===== config.mk =====
export PLATFORM = sky130hd
export DESIGN_NAME = decode_stage
export DESIGN_NICKNAME = d
export VERILOG_FILES = /design/src/rtl/rv32_pkg.sv /design/src/rtl/imm_gen.sv /design/src/rtl/decode_stage.sv
export SDC_FILE = /design/constraint.sdc
export NUM_CORES = 1
export LEC_CHECK = 0
export BUFFER_PORTS_ARGS = -buffer_cell sky130_fd_sc_hd__buf_2
export CELL_PAD_IN_SITES_DETAIL_PLACEMENT = 0
export CELL_PAD_IN_SITES_GLOBAL_PLACEMENT = 1
export CORE_MARGIN = 1
export CORE_UTILIZATION = 32
export DETAILED_ROUTE_END_ITERATION = 6
export GPL_ROUTABILITY_DRIVEN = 0
export HOLD_SLACK_MARGIN = 0.12
export PLACE_DENSITY = 0.85
export REMOVE_ABC_BUFFERS = 1
export SLEW_MARGIN = 5
export SYNTH_ARGS = -nofsm -noshare
export SYNTH_HDL_FRONTEND = slang
export SYNTH_HIERARCHICAL = 1
export SYNTH_SLANG_ARGS = --single-unit

===== constraint.sdc =====
create_clock -name clock -period 2.7 [get_ports clock]
set_clock_uncertainty 0.15 [all_clocks]
set_input_delay 0.27 -clock clock [delete_from_list [all_inputs] [get_ports clock]]
set_output_delay 0.27 -clock clock [all_outputs]
set_load 0.1 [all_outputs]

===== src/rtl/rv32_pkg.sv =====
// rtl/rv32_pkg.sv - RV32I opcode constants, NOP encoding and reset PC shared by the pipeline
package rv32_pkg;

    localparam logic [6:0] OP_LUI    = 7'b0110111;
    localparam logic [6:0] OP_AUIPC  = 7'b0010111;
    localparam logic [6:0] OP_JAL    = 7'b1101111;
    localparam logic [6:0] OP_JALR   = 7'b1100111;
    localparam logic [6:0] OP_BRANCH = 7'b1100011;
    localparam logic [6:0] OP_LOAD   = 7'b0000011;
    localparam logic [6:0] OP_STORE  = 7'b0100011;
    localparam logic [6:0] OP_IMM    = 7'b0010011;
    localparam logic [6:0] OP_REG    = 7'b0110011;
    localparam logic [6:0] OP_FENCE  = 7'b0001111;
    localparam logic [6:0] OP_SYSTEM = 7'b1110011;

    // addi x0, x0, 0
    localparam logic [31:0] NOP      = 32'h0000_0013;
    localparam logic [31:0] RESET_PC = 32'h0100_0000;

    function automatic logic is_legal_opcode(input logic [6:0] op);
        case (op)
            OP_LUI, OP_AUIPC, OP_JAL, OP_JALR, OP_BRANCH, OP_LOAD,
            OP_STORE, OP_IMM, OP_REG, OP_FENCE, OP_SYSTEM: return 1'b1;
            default:                                       return 1'b0;
        endcase
    endfunction

endpackage


===== src/rtl/imm_gen.sv =====
// rtl/imm_gen.sv - combinational RV32I immediate extraction and sign extension
//
// Ports:
//   insn_i  32  instruction word
//   imm_o   32  sign-extended immediate for the instruction's format (0 for R-type/fence/unknown)
module imm_gen
    import rv32_pkg::*;
(
    input  logic [31:0] insn_i,
    output logic [31:0] imm_o
);

    logic [6:0] opcode;
    assign opcode = insn_i[6:0];

    always_comb begin
        imm_o = 32'h0000_0000;
        case (opcode)
            OP_LOAD, OP_IMM, OP_JALR, OP_SYSTEM:
                imm_o = {{20{insn_i[31]}}, insn_i[31:20]};
            OP_STORE:
                imm_o = {{20{insn_i[31]}}, insn_i[31:25], insn_i[11:7]};
            OP_BRANCH:
                imm_o = {{19{insn_i[31]}}, insn_i[31], insn_i[7], insn_i[30:25], insn_i[11:8], 1'b0};
            OP_LUI, OP_AUIPC:
                imm_o = {insn_i[31:12], 12'b0};
            OP_JAL:
                imm_o = {{11{insn_i[31]}}, insn_i[31], insn_i[19:12], insn_i[20], insn_i[30:21], 1'b0};
            default:
                imm_o = 32'h0000_0000;
        endcase
    end

endmodule


===== src/rtl/decode_stage.sv =====
// rtl/decode_stage.sv - fetch/decode pipeline register with stall/flush, RV32I field decode and capture counter
//
// Ports:
//   clock, reset             rising-edge clock, synchronous active-high reset
//   f_pc, f_insn, f_valid    fetched PC/instruction and its valid flag
//   stall, flush             hold register / replace with bubble (flush wins)
//   d_valid, d_pc, d_insn    registered instruction
//   d_opcode..d_funct7       combinational field slices of d_insn
//   d_imm                    sign-extended immediate for d_opcode's format
//   d_illegal                d_valid with an opcode outside RV32I
//   insn_count               number of valid instructions captured (wraps)
module decode_stage
    import rv32_pkg::*;
(
    input  logic        clock,
    input  logic        reset,
    input  logic [31:0] f_pc,
    input  logic [31:0] f_insn,
    input  logic        f_valid,
    input  logic        stall,
    input  logic        flush,
    output logic        d_valid,
    output logic [31:0] d_pc,
    output logic [31:0] d_insn,
    output logic [6:0]  d_opcode,
    output logic [4:0]  d_rd,
    output logic [4:0]  d_rs1,
    output logic [4:0]  d_rs2,
    output logic [2:0]  d_funct3,
    output logic [6:0]  d_funct7,
    output logic [31:0] d_imm,
    output logic        d_illegal,
    output logic [31:0] insn_count
);

    logic        valid_q, valid_d;
    logic [31:0] pc_q, pc_d;
    logic [31:0] insn_q, insn_d;
    logic [31:0] insn_count_q, insn_count_d;

    // Priority: flush > stall > capture. Reset is applied in the register process.
    always_comb begin
        valid_d      = valid_q;
        pc_d         = pc_q;
        insn_d       = insn_q;
        insn_count_d = insn_count_q;
        if (flush) begin
            // Bubble keeps the fetch PC so debug sees where the squashed slot was.
            valid_d = 1'b0;
            pc_d    = f_pc;
            insn_d  = NOP;
        end else if (!stall) begin
            valid_d = f_valid;
            pc_d    = f_pc;
            // An invalid fetch slot becomes a NOP so field decode never sees garbage.
            insn_d  = f_valid ? f_insn : NOP;
            if (f_valid) begin
                insn_count_d = insn_count_q + 32'd1;
            end
        end
    end

    always_ff @(posedge clock) begin
        if (reset) begin
            valid_q      <= 1'b0;
            pc_q         <= RESET_PC;
            insn_q       <= NOP;
            insn_count_q <= 32'h0000_0000;
        end else begin
            valid_q      <= valid_d;
            pc_q         <= pc_d;
            insn_q       <= insn_d;
            insn_count_q <= insn_count_d;
        end
    end

    assign d_valid    = valid_q;
    assign d_pc       = pc_q;
    assign d_insn     = insn_q;
    assign insn_count = insn_count_q;

    assign d_opcode = insn_q[6:0];
    assign d_rd     = insn_q[11:7];
    assign d_funct3 = insn_q[14:12];
    assign d_rs1    = insn_q[19:15];
    assign d_rs2    = insn_q[24:20];
    assign d_funct7 = insn_q[31:25];

    assign d_illegal = valid_q && !is_legal_opcode(insn_q[6:0]);

    imm_gen u_imm_gen (
        .insn_i (insn_q),
        .imm_o  (d_imm)
    );

endmodule

==> Word-level counts from Yosys, hierarchy flattened <==
Cells that the tools add are included.
{ "totals": {"regBits": 97, "in_bits": 69, "out_inout_bits": 162, "word_cells": 31} }
{ "op_classes": {"n_addsub": 1, "n_eq_ne": 12, "n_mux": 5, "n_bitwise": 2, "n_reduce_logical": 7} }
{ "op_table": {"columns": ["operator", "n"], "rows": [
  ["case mux 32 bit (5 select lines)", 1],
  ["two-way mux 32 bit", 3],
  ["adder 32 x 1 -> 32 bit (second input constant)", 1],
  ["equality test 7 bit (second input constant)", 4],
  ["equality test 7 x 6 -> 1 bit (second input constant)", 3],
  ["equality test 7 x 5 -> 1 bit (second input constant)", 2],
  ["OR reduction 11 bit", 1],
  ["equality test 7 x 2 -> 1 bit (second input constant)", 1],
  ["equality test 7 x 4 -> 1 bit (second input constant)", 1],
  ["OR reduction 2 bit", 2],
  ["OR reduction 4 bit", 1],
  ["AND reduction 3 bit", 1],
  ["inequality test 2 x 1 -> 1 bit (second input constant)", 1],
  ["inverter 1 bit", 2],
  ["logical AND 1 bit", 1],
  ["zero test 1 bit", 1],
  ["two-way mux 1 bit", 1]
]} }

==> Depth between registers and ports, before layout <==
Gate-level depths: netlist (run 1).
{ "depth": {"word_depth": 5, "depth_mapped": 7, "ltp_nobuf": 5} }

==> Modules after synthesis <==
The synthesis (run 1) kept the hierarchy.
{ "by_module_without_submodules": {"columns": ["module", "n_inst", "cells_per_inst", "area_per_inst_um2", "seq_area_each_um2"], "rows": [
  ["decode_stage", 1, 474, 4011.3, 1941.9],
  ["imm_gen", 1, 82, 558.0, 0.0]
]} }

==> Worst setup path before layout (run 1) <==
OpenSTA, ideal clock, no wires.
{ "synth_timing": {"kind": "flip-flop to output port", "startpoint": "reg insn_q[6] (netlist: d_insn[6])", "endpoint": "out d_imm[31]", "arrival_time_ps": 3290, "required_time_ps": 2280, "setup_slack_ps": -1010, "stages_incl_launch_ff": 4, "n_path_buf": 1, "path_cell_list": "dfxtp_1 -> buf_4 -> nand3_2 -> a31oi_1"} }
{ "synth_via": {"elab_chain_len": 3, "word_cells_on_any_way": 12, "cone_classes": "eq/ne (9); mux (1); reduce/logical (2)"} }
{ "synth_lines": {"columns": ["item", "line_no", "source"], "rows": [
  ["from (decl)", "decode_stage.sv:38", "logic [31:0] insn_q, insn_d;"],
  ["from (signal assigned)", "decode_stage.sv:72", "insn_q <= insn_d;"],
  ["equality test 7 x 2 -> 1 bit (tied with other cells)", "imm_gen.sv:18", "case (opcode)"],
  ["OR reduction 4 bit or OR reduction 2 bit (tied branches)", "imm_gen.sv:18", null],
  ["case mux 32 bit (5 select lines) *", "imm_gen.sv:18", null],
  ["to (decl)", "decode_stage.sv:31", "output logic [31:0] d_imm,"]
]} }
Mark *: on every way between the ends. The rest lies on a longest branch, timed or not.

==> Worst setup path after layout (run 1) <==
{ "layout_timing": {"startpoint": "reg insn_q[4] (netlist: d_insn[4])", "endpoint": "out d_imm[19]"} }
The elaborated chain is that of the path after synthesis.

==> impl_results.md, run 1 <==
* Status: finished clean
* Crit path kind: reg2out
* Lkg Pwr at 3.29 nW
* Warnings from Yosys at 6
* Largest family of logic cells by synthesized area: simple AND/OR/NAND/NOR gates
* Post-synthesis compound-gate area fraction at 19.8%
* Max H-tree Level at 3
* Global route overflow at 0
* Reg clk slew, reported paths at 0.07 ns
* Clock sink total at 97
* Crit-path cells: and2b_1 -> a31oi_1 -> nor2_2 -> a21o_1 -> buf_2
* IO Port Bufs at 230
* Top FF cell, synth: dfxtp_1
* Crit-path max FO at 10
* Antenna-violating nets left at 0
* Slew Limit Fails at 0
* DRT iter0 DRCs at 208
* GRT met3 Usage at 5.36%
* Internal at 2.45 mW
* Final instance area at 0.00682 sq mm
* Reg2Reg Setup Slack at approximately 0.25 ns
* CTS Buf Count at 9
* Sw power at 1.19 mW
* CTS tree: done
* IO Count at 231
* Final net count at 880
* Inserted Diodes at 0
* Hold_sp: stall
* TritonRoute pass-1 iters at 5
* Synth Area in Adders at less than 1%
* Aggregate global-route resource usage at 19.4%
* Post-synthesis cell area at 0.00457 sq mm
* Mux contribution to synthesized area at 1.45%
* Worst r2r src: insn_count[0]$_SDFFE_PP0P_
* Tcrit/Tclk final at 95.7%
* Sw frac at 32.7%
* Starting Density at 32.9%
* DIE AREA at 0.0148 sq mm
* Cell Area, Placed at a little under 0.006 sq mm
* Crit. Startpoint: d_insn[4]$_SDFFE_PP1N_
* Synth Register Bits at 97
* Clock buffer depth at 2
* Clk pwr share at 36.5%
* Die width at 121 um
* Setup-failing EPs final at 0
* Initial antenna violation count at 0
* FMAX at 0.387 GHz
* Async SR Flop Fraction at 0%
* Synth area leader: dfxtp_1
* Largest stage delay, worst path at around 0.42 ns
* Mapped Cells at 556
* Busiest grt layer: met2
* Setup_tns at 0 ns
* Rel. slew slack at 46.3%
* Die height at 121 um
* CP required at around 2.3 ns
* Synth top area cells: dfxtp_1 (42%), nand2_1 (7.0%), a21oi_1 (5.9%)
* Aggregate routed wire length at ~15000 um
* Simple-gate share of the synthesized area at 24.8%
* Worst vdd ir at ~0.31 mV
* Post-synth EDFFs at 0
* Startpoint type of the worst setup path: flip-flop
* Worst hold margin at ~0.23 ns
* Vias in the first global route at 4454
* FILL cells at 1357
* Netlist cell types at 52
* Largest net degree at the start of global routing at 46
* Root buf cell: clkbuf_16
* Worst EP arrival at around 2.2 ns
* Row count at 43
* Wire per inst at 14.7 um
* Hpwl dp at 9910 um
* Post-synthesis xor/xnor area fraction at 1.92%
* Vias per inst at 4.96
* CP max stage cell: dfxtp_1
* Final Critical Period at between 2 and 3 ns
* Met1 usage at 22.5%
* Mean post-synth cell area at roughly 8.2 sq um
* Combinational share of power at between 20 and 25%
* Max Cap Viol at 0
* Yosys top cell area share at 42.5%
* Share of layout cells above drive strength 1 at about a third
* Post-synthesis sequential area ratio at between 40% and 50%
* HP Class: in2reg
* P per Cell Area at 533 mW/mm^2
* Worst slew pin tran at 0.805 ns
* Global-route wire length before repair at 22400 um
* DRC Markers at 0
* Crit path capture type: output pin
* CORE AREA at 0.0139 sq mm
* Via count at between 4000 and 5000
* Layout area overhead at 49.3%
* Met2 Use GR at 34.8%
* Final Hold Fails at 0
* RSZ-0062 raised after global routing: no
* Seq pwr share at between 40 and 50%
* Clk_lat worst skew at 0.35 ns
synth_stat cells, drive strengths merged (5+ instances only):
cell    instances
dfxtp          97
nand2          86
a21oi          54
nor2           54
buf            43
a22oi          29
clkbuf         24
a21o           19
nand3          15
and3           11
or4            11
nand4          10
o31ai          10
nor2b           8
o21ai           8
or3             8
xor2            7
a31oi           6
and4            6
inv             6
mux2            5
nor4            5
power by group through the flow:
stage	logic, mW	clock network [mW]	registers [mW]
after floorplan	0.175	0	1.89
after global placement	0.727	0	1.53
after detailed placement	0.729	0	1.54
after CTS	0.805	1.37	1.50
after global routing	0.843	1.41	1.51
final	0.807	1.33	1.50
critical path: cells and delay by family (launching register included):
family | cells | cell delay (ns)
and+or+nand+nor | 2 | 0.67
DFF | 1 | 0.42
buffers and inverters | 1 | 0.42
AOI/OAI and AO/OA | 2 | 0.30
timing repair:
| action | CTS | global route |
|---|---|---|
| setup buffers | 0 | 0 |
| setup endpoints to repair | 0 | 24 |
| gates resized for setup | 0 | 7 |
| hold buffers | 68 | 0 |
| hold endpoints to repair | 65 | 0 |
layer usage:
layer | vias to the layer above | part of all wire [%] | wire (um)
met5 | - | 0 | 0
met4 | 0 | 1.2 | 180
met3 | 16 | 5.6 | 820
met2 | 173 | 50 | 7380
met1 | 2302 | 43 | 6290
li1 | 2443 | - | -
worst paths after layout:
kind,end,cells after the start
hold reg to reg,d_pc[0]$_SDFFE_PP0P_,2
setup / recovery,d_imm[19],5
setup reg to reg,insn_count[28]$_SDFFE_PP0P_,5
hold / removal,insn_count[1]$_SDFFE_PP0P_,4
layout make-up:
type	instances	area (sq um)	area share, %
flip-flops and latches	97	1950	28.5
clock inverters	4	51.3	0.752
repair buffers	310	2110	31.0
well taps	180	225	3.30
clock buffers	12	256	3.76
inverters	6	22.5	0.330
multi-input cells	386	2210	32.4
kinds of logic after synthesis:
| kind of cell | after synthesis |
|---|---|
| flops | 97 |
| buf+inv | 73 |
| mux | 6 |
| xor+xnor | 10 |
| simple gates | 230 |
| compound gates | 139 |
| fa+ha+maj | 1 |
per-stage QoR:
| step | total power, mW | worst slack [ns] | cells | utilization [%] |
|---|---|---|---|---|
| after detailed placement | 2.26 | 0.130 | 911 | 41.9 |
| after global routing | 3.76 | 0.0220 | 995 | 49.1 |
| after global placement | 2.26 | 0.164 | 911 | 41.9 |
| after floorplan | 2.07 | -1.75 | 489 | - |
| final | 3.64 | 0.117 | 995 | 49.1 |
| after CTS | 3.67 | 0.0298 | 995 | 49.0 |
state kept, by name, summed over array words and instances (netlist names):
register    flops
d_valid         1
d_insn         32
d_pc           32
insn_count     32
cells in the final DEF, fill, tap and decap left out, drive strengths merged, types with 3 or more instances in the layout:
master       count
a22oi           29
mux2             5
nor2            54
nand3           15
or4             11
nor3b            4
and4             6
nor4             5
a21o            19
nand2b           3
clkbuf          16
inv              6
a21oi           54
dlygate4sd3     68
a22o             4
o31ai           10
xnor2            3
or3              8
o21ai            8
o22ai            4
nand4           10
and3            11
xor2             7
nand2           86
nor2b            8
dfxtp           97
a31oi            6
buf            238
No activity file was read; power rests on OpenSTA's default activity.
==> run 2, diff against run 1 <==
Settings changed: ABC_AREA from default to 1, CORE_UTILIZATION 32 to 31.
==> run 2 against run 1 <==
Net effect:
- synthesized cell count is 40% higher
- cell area is 11% higher
- hold slack worse by 0.11 ns
- critical path type unchanged
- sequential cell count stayed put
- sequential power hardly changed
- sequential share of layout area is 2.8 points lower
- cell count is 26% higher
- clock power is 5% lower
- core utilization is 1.4 points lower
==> impl_results.md, run 2 <==
* Total power after layout at 3.65 mW
* Layout area overhead at 50.8%
* Max Cap Viol at 0
* Sw power at 1.28 mW
* Wire per inst at 12.8 um
* Global route overflow at 0
* Clock buffer depth at 2
* Synth top area cells: dfxtp_1 (39%), nand2_1 (16%), nor2_1 (10%)
* Top FF cell, synth: dfxtp_1
* Final Critical Period at 2.53 ns
* Most frequent CP cell: nand2_1
* FILL cells at 1599
* Slew Limit Fails at 0
* Final Hold Fails at 0
* Global-route wire length before repair at 25400 um
* CTS Buf Count at 9
* Commonest non-fill, non-tap cell in the layout: nand2_1
* Setup-failing EPs final at 0
* Rel. slew slack at 29.8%
* Clk pwr share at 34.7%
* DRC Markers at 0
* Lkg Pwr at 3.70 nW
* Die height at 129 um
* TritonRoute pass-1 iters at 5
* Seq pwr share at roughly two fifths
* Antenna-violating nets left at 0
* IO Port Bufs at 230
* CTS tree: done
* Top sig layer: met5
* Mapped Cells at 779
* Top cells by count, synth: nand2_1 (212), nor2_1 (133), dfxtp_1 (97), inv_1 (71), nand3_1 (61)
* Startpoint type of the worst setup path: flip-flop
* DP Cell Count at 1174
* Crit path kind: reg2out
* Fin cells at 1255
* Initial antenna violation count at 1
* Inserted Diodes at 0
* RSZ-0062 raised after global routing: no
* Sw frac at 35.0%
* Setup_tns at 0 ns
* Crit path capture type: output pin
* Clock sink total at 97
* Root buf cell: clkbuf_16
* Post-synthesis sequential area ratio at 38.7%
* DIE AREA at 0.0167 sq mm
* Netlist cell types at 25
* Mean post-synth cell area at 6.44 sq um
* Crit-path max FO at 19
* Reg clk slew, reported paths at 0.06 ns
* Combinational share of power at 24.0%
* Synth Register Bits at a little under 100
* Commonest non-fill, non-tap cells in the layout: nand2_1 (212), buf_2 (198), nor2_1 (132), dfxtp_1 (97), inv_1 (71)
* CP required at between 2 and 2.5 ns
* CP max stage cell: dfxtp_1
* IO Count at 231
* Share of layout cells above drive strength 1 at 27.2%
* Worst vdd ir at between 0.3 and 0.4 mV
* Async SR Flop Fraction at 0%
* Warnings from Yosys at 6
* Post-synth EDFFs at 0
* Crit-path cells: nand2_2 -> nor2_2 -> buf_4 -> nand2_1 -> nand3_2 -> nand2_4 -> nand2_1 -> buf_12
* P per Cell Area at 483 mW/mm^2
* Delay-heaviest family, CP: simple AND/OR/NAND/NOR gates
* Aggregate global-route resource usage at between 10% and 20%
* Internal at 2.37 mW
* Post-synthesis cell area at 0.00502 sq mm
* DR WL met2 at 7560 um
* FMAX at 0.395 GHz
* Yosys top cell area share at approximately 39%
* Most common cell in the netlist: nand2_1
* CP bufs+invs at 2
* Worst slew pin tran at 1.05 ns
* Final net count at 1104
* DRT iter0 DRCs at between 150 and 200
* Routed met1 length at 7180 um
* Status: finished clean
* Largest stage delay, worst path at 0.43 ns
* Largest net degree at the start of global routing at 59
* Row count at 46
* Clk_lat worst skew at 0.35 ns
* Via count at 5610
* Hpwl dp at 11600 um
* CORE AREA at 0.0158 sq mm
* HP Class: in2reg
* Aggregate routed wire length at 16100 um
* Starting Density at 31.7%
* Worst EP arrival at between 2 and 2.5 ns
* Vias per inst at 4.47
* Die width at about 130 um
* Met3 routed WL at 1070 um
* Vias in the first global route at 5036
* Tcrit/Tclk final at 93.8%
* Synth area leader: dfxtp_1
* Max H-tree Level at 3
[run 2: cell types whose count changed after synthesis, moves of 8 or more]
cell,previous run,this run
a22oi_1,29,0
o21ai_0,7,53
a21o_1,19,0
or4_1,11,0
and3_1,11,0
or3_1,8,0
nand3_1,14,61
nor2b_1,8,0
o31ai_1,10,0
nand2_1,85,212
nor2_1,52,133
inv_1,6,71
a21oi_1,54,46
[run 2: power groups by stage]
| stage | Clock, mW | Sequential [mW] | Combinational, mW |
|---|---|---|---|
| floorplan | 0 | 1.94 | 0.191 |
| global placement | 0 | 1.54 | 0.803 |
| detailed placement | 0 | 1.54 | 0.804 |
| CTS | 1.31 | 1.51 | 0.878 |
| global route | 1.36 | 1.52 | 0.922 |
| finish | 1.27 | 1.51 | 0.876 |
[run 2: layout make-up]
class	instances	area (sq um)	area share, %
Clock buffer	11	253	3.34
Clock inverter	5	38.8	0.513
Inverter	74	278	3.67
Multi-Input combinational cell	547	2420	32.1
Sequential cell	97	1940	25.7
Tap cell	216	270	3.57
Timing Repair Buffer	305	2360	31.2
[run 2: timing repair]
action                     4_1_cts  5_1_grt
buffers inserted                 0        0
resized for setup                0        1
setup endpoints to repair        0       12
hold buffers                    65        0
hold endpoints to repair        69        0
[run 2: cell families (layout without fill, tap and decap cells)]
| logic type | count (synthesis) | count (layout) | share of synthesized area (%) |
|---|---|---|---|
| xor+xnor | 3 | 3 | 0.524 |
| buf+inv | 135 | 395 | 13.1 |
| compound gates | 104 | 104 | 10.6 |
| flops | 97 | 97 | 38.7 |
| simple gates | 439 | 439 | 36.9 |
| fa+ha+maj | 1 | 1 | 0.249 |
[run 2: through the flow]
step	setup slack [ns]	cell area (sq um)	util [%]	hold WS [ns]
finish	0.168	7560	47.8	0.124
global route	0.0139	7560	47.8	0.150
CTS	0.0946	7560	47.8	0.126
detailed placement	0.484	6620	41.8	0.304
global placement	0.524	6620	41.8	0.300
floorplan	-1.46	4640	-	0.192
[run 2: routing by layer]
layer	global-route usage [%]	vias to the layer above
met4	7.13	2
met5	0	-
li1	-	2929
met1	23.7	2469
met2	33.5	189
met3	4.38	21
[run 2: final timing paths]
kind | end | depth (start not counted) | slack, ns | startpoint
worst max-delay path | d_imm[23] | 8 | 0.17 | d_insn[1]$_SDFFE_PP1N_
worst min-delay path | d_insn[0]$_SDFFE_PP1N_ | 3 | 0.12 | flush
worst max register to register | insn_count[14]$_SDFFE_PP0P_ | 8 | 0.86 | insn_count[1]$_SDFFE_PP0P_
worst min register to register | d_pc[24]$_SDFFE_PP1P_ | 2 | 0.32 | d_pc[24]$_SDFFE_PP1P_
[run 2: worst register-to-register path: stages (launching register included)]
cell and delay [ns]:
dfxtp_1 0.39, ha_1 0.18, inv_1 0.06, nor2_2 0.25
nand3_2 0.20, nor2_4 0.21, nand2_1 0.09, o21ai_0 0.16
nor2_1 0.05
==> run 3, diff against run 2 <==
Settings changed: CORE_ASPECT_RATIO from default to 0.5.
==> run 3 against run 2 <==
Net effect:
- die area up 0.18%
- combinational power about the same
- sequential cell count unchanged
- hold slack better by 0.058 ns
- setup slack better by 0.11 ns
- critical path type unchanged
==> impl_results.md, run 3 (same netlist as run 2, synthesis figures left out) <==
* DRC Markers at 0
* Share of layout cells above drive strength 1 at between 20% and 30%
* Cell Area, Placed at between 0.006 and 0.007 sq mm
* Crit-path cells: nand2_1 -> nor2_4 -> buf_4 -> nand2_4 -> nand3_1 -> nand2_1 -> nand2_1 -> buf_12
* Final Critical Period at between 2 and 2.5 ns
* Wire per inst at 13.0 um
* Die width at between 150 and 200 um
* Crit. path cell count at 8
* Starting Density at 32.1%
* Die height at 91.9 um
* CP Capture Point: d_imm[3]
* Worst vdd ir at about 0.25 mV
* Most frequent CP cell: nand2_1
* Worst EP arrival at 2.00 ns
* CP required at roughly 2.3 ns
* Final net count at 1110
* Clock buffer depth at 2
* Clk_lat worst skew at 0.34 ns
* Hpwl dp at 11600 um
* Worst slew pin tran at between 0.9 and 1 ns
* Reg2Reg Setup Slack at 0.84 ns
* Max Cap Viol at 0
* IO Count at 231
* Largest stage delay, worst path at 0.42 ns
* Status: finished clean
* Core Util, Final at 48.8%
* Sw power at 1.27 mW
* Delay-heaviest family, CP: simple AND/OR/NAND/NOR gates
* DP Cell Count at 1161
* Total power after layout at 3.62 mW
* Clk pwr share at 34.2%
* Initial antenna violation count at 0
* Combinational share of power at ~24%
* Sw frac at around a third
* Crit-path max FO at 9
* Worst-case reg-to-reg path depth at 8
* Rel. slew slack at 35.1%
* Via count at 5731
* Largest net degree at the start of global routing at 46
* Aggregate global-route resource usage at 19.6%
* FILL cells at ~1600
* Max H-tree Level at 3
* Crit. Startpoint: d_insn[5]$_SDFFE_PP0N_
* Global route overflow at 0
* Hold Path Depth at 3
* FMAX at 0.413 GHz
* Inserted Diodes at 0
* Vias in the first global route at 5402
* DIE AREA at roughly 0.017 sq mm
* Vias per inst at 4.59
* Startpoint type of the worst setup path: flip-flop
* Layout area overhead at 51.8%
* Crit path capture type: output pin
* CP max stage cell: dfxtp_1
* DRT iter0 DRCs at approximately 230
* CP bufs+invs at 2
* CTS tree: done
* HP Class: in2reg
* Lkg Pwr at 3.73 nW
* Setup_tns at 0 ns
* P per Cell Area at approximately 480 mW/mm^2
* Commonest non-fill, non-tap cell in the layout: nand2_1
* Final Hold Fails at 0
* RSZ-0062 raised after global routing: no
* Final instance area at 0.00761 sq mm
* Root buf cell: clkbuf_16
* Antenna-violating nets left at 0
* Reg clk slew, reported paths at 0.07 ns
* Commonest non-fill, non-tap cells in the layout: nand2_1 (212), buf_2 (198), nor2_1 (133), dfxtp_1 (97), inv_1 (71)
* Seq pwr share at a little over two fifths
* Fin cells at 1249
* IO Port Bufs at 230
* Tcrit/Tclk final at 89.8%
* TritonRoute pass-1 iters at 4
* Global-route wire length before repair at 26400 um
* Slew Limit Fails at 0
* Reg-to-Reg End: insn_count[14]$_SDFFE_PP0P_
* CTS Buf Count at 9
* Crit path kind: reg2out
* Setup-failing EPs final at 0
* Worst r2r src: insn_count[1]$_SDFFE_PP0P_
* Row count at 32
* Clock sink total at 97
* Aggregate routed wire length at 16200 um
* Internal at 2.36 mW
* CORE AREA at 0.0156 sq mm
-- run 3: worst min-delay path by stage --
stage	endpoint	from	slack (ns)
6_report	d_valid$_SDFFE_PP0N_	f_valid	0.18
5_1_grt	d_valid$_SDFFE_PP0N_	f_valid	0.18
4_1_cts	d_valid$_SDFFE_PP0N_	f_valid	0.16
3_5_place_dp	d_pc[24]$_SDFFE_PP1P_	d_pc[24]$_SDFFE_PP1P_	0.30
3_3_place_gp	d_pc[24]$_SDFFE_PP1P_	d_pc[24]$_SDFFE_PP1P_	0.30
2_1_floorplan	insn_count[2]$_SDFFE_PP0P_	reset	0.19
-- run 3: area by class of cell --
class | instances | area [sq um] | share of cell area [%]
Clock buffer | 10 | 239 | 3.14
Clock inverter | 6 | 50.0 | 0.657
Inverter | 74 | 278 | 3.65
Multi-Input combinational cell | 547 | 2430 | 31.9
Sequential cell | 97 | 1940 | 25.5
Tap cell | 204 | 255 | 3.35
Timing Repair Buffer | 311 | 2420 | 31.8
-- run 3: worst min-delay path, delay by kind of cell --
kind	cells	cell delay (ns)
and+or+nand+nor	1	0.14
AOI/OAI and AO/OA	1	0.10
buffers and inverters	1	0.11
-- run 3: what timing repair did --
action / in CTS / in global routing
hold endpoints to repair: 68 / 0
endpoints found under the setup margin: 0 / 13
gates resized for setup: 0 / 2
buffers inserted: 0 / 4
hold buffers: 68 / 0
-- run 3: power by group through the flow --
stage,registers [mW],clock network (mW),logic [mW]
after floorplan,1.94,0,0.191
after global placement,1.54,0,0.798
after detailed placement,1.54,0,0.803
after CTS,1.51,1.28,0.878
after global routing,1.51,1.35,0.920
final,1.51,1.24,0.879
-- run 3: through the flow --
step	hold slack (ns)	worst slack, ns
5_1_grt	0.176	0.0690
2_1_floorplan	0.192	-1.46
3_3_place_gp	0.300	0.602
3_5_place_dp	0.304	0.535
4_1_cts	0.158	0.157
6_report	0.182	0.276
-- run 3: per-layer routing --
| layer | global-route usage [%] | share of wire (%) | up-vias |
|---|---|---|---|
| met5 | 0 | 0 | - |
| met4 | 7.77 | 2.9 | 0 |
| met3 | 3.85 | 3.8 | 36 |
| met2 | 35.0 | 49 | 153 |
| met1 | 23.2 | 45 | 2597 |
| li1 | - | - | 2945 |
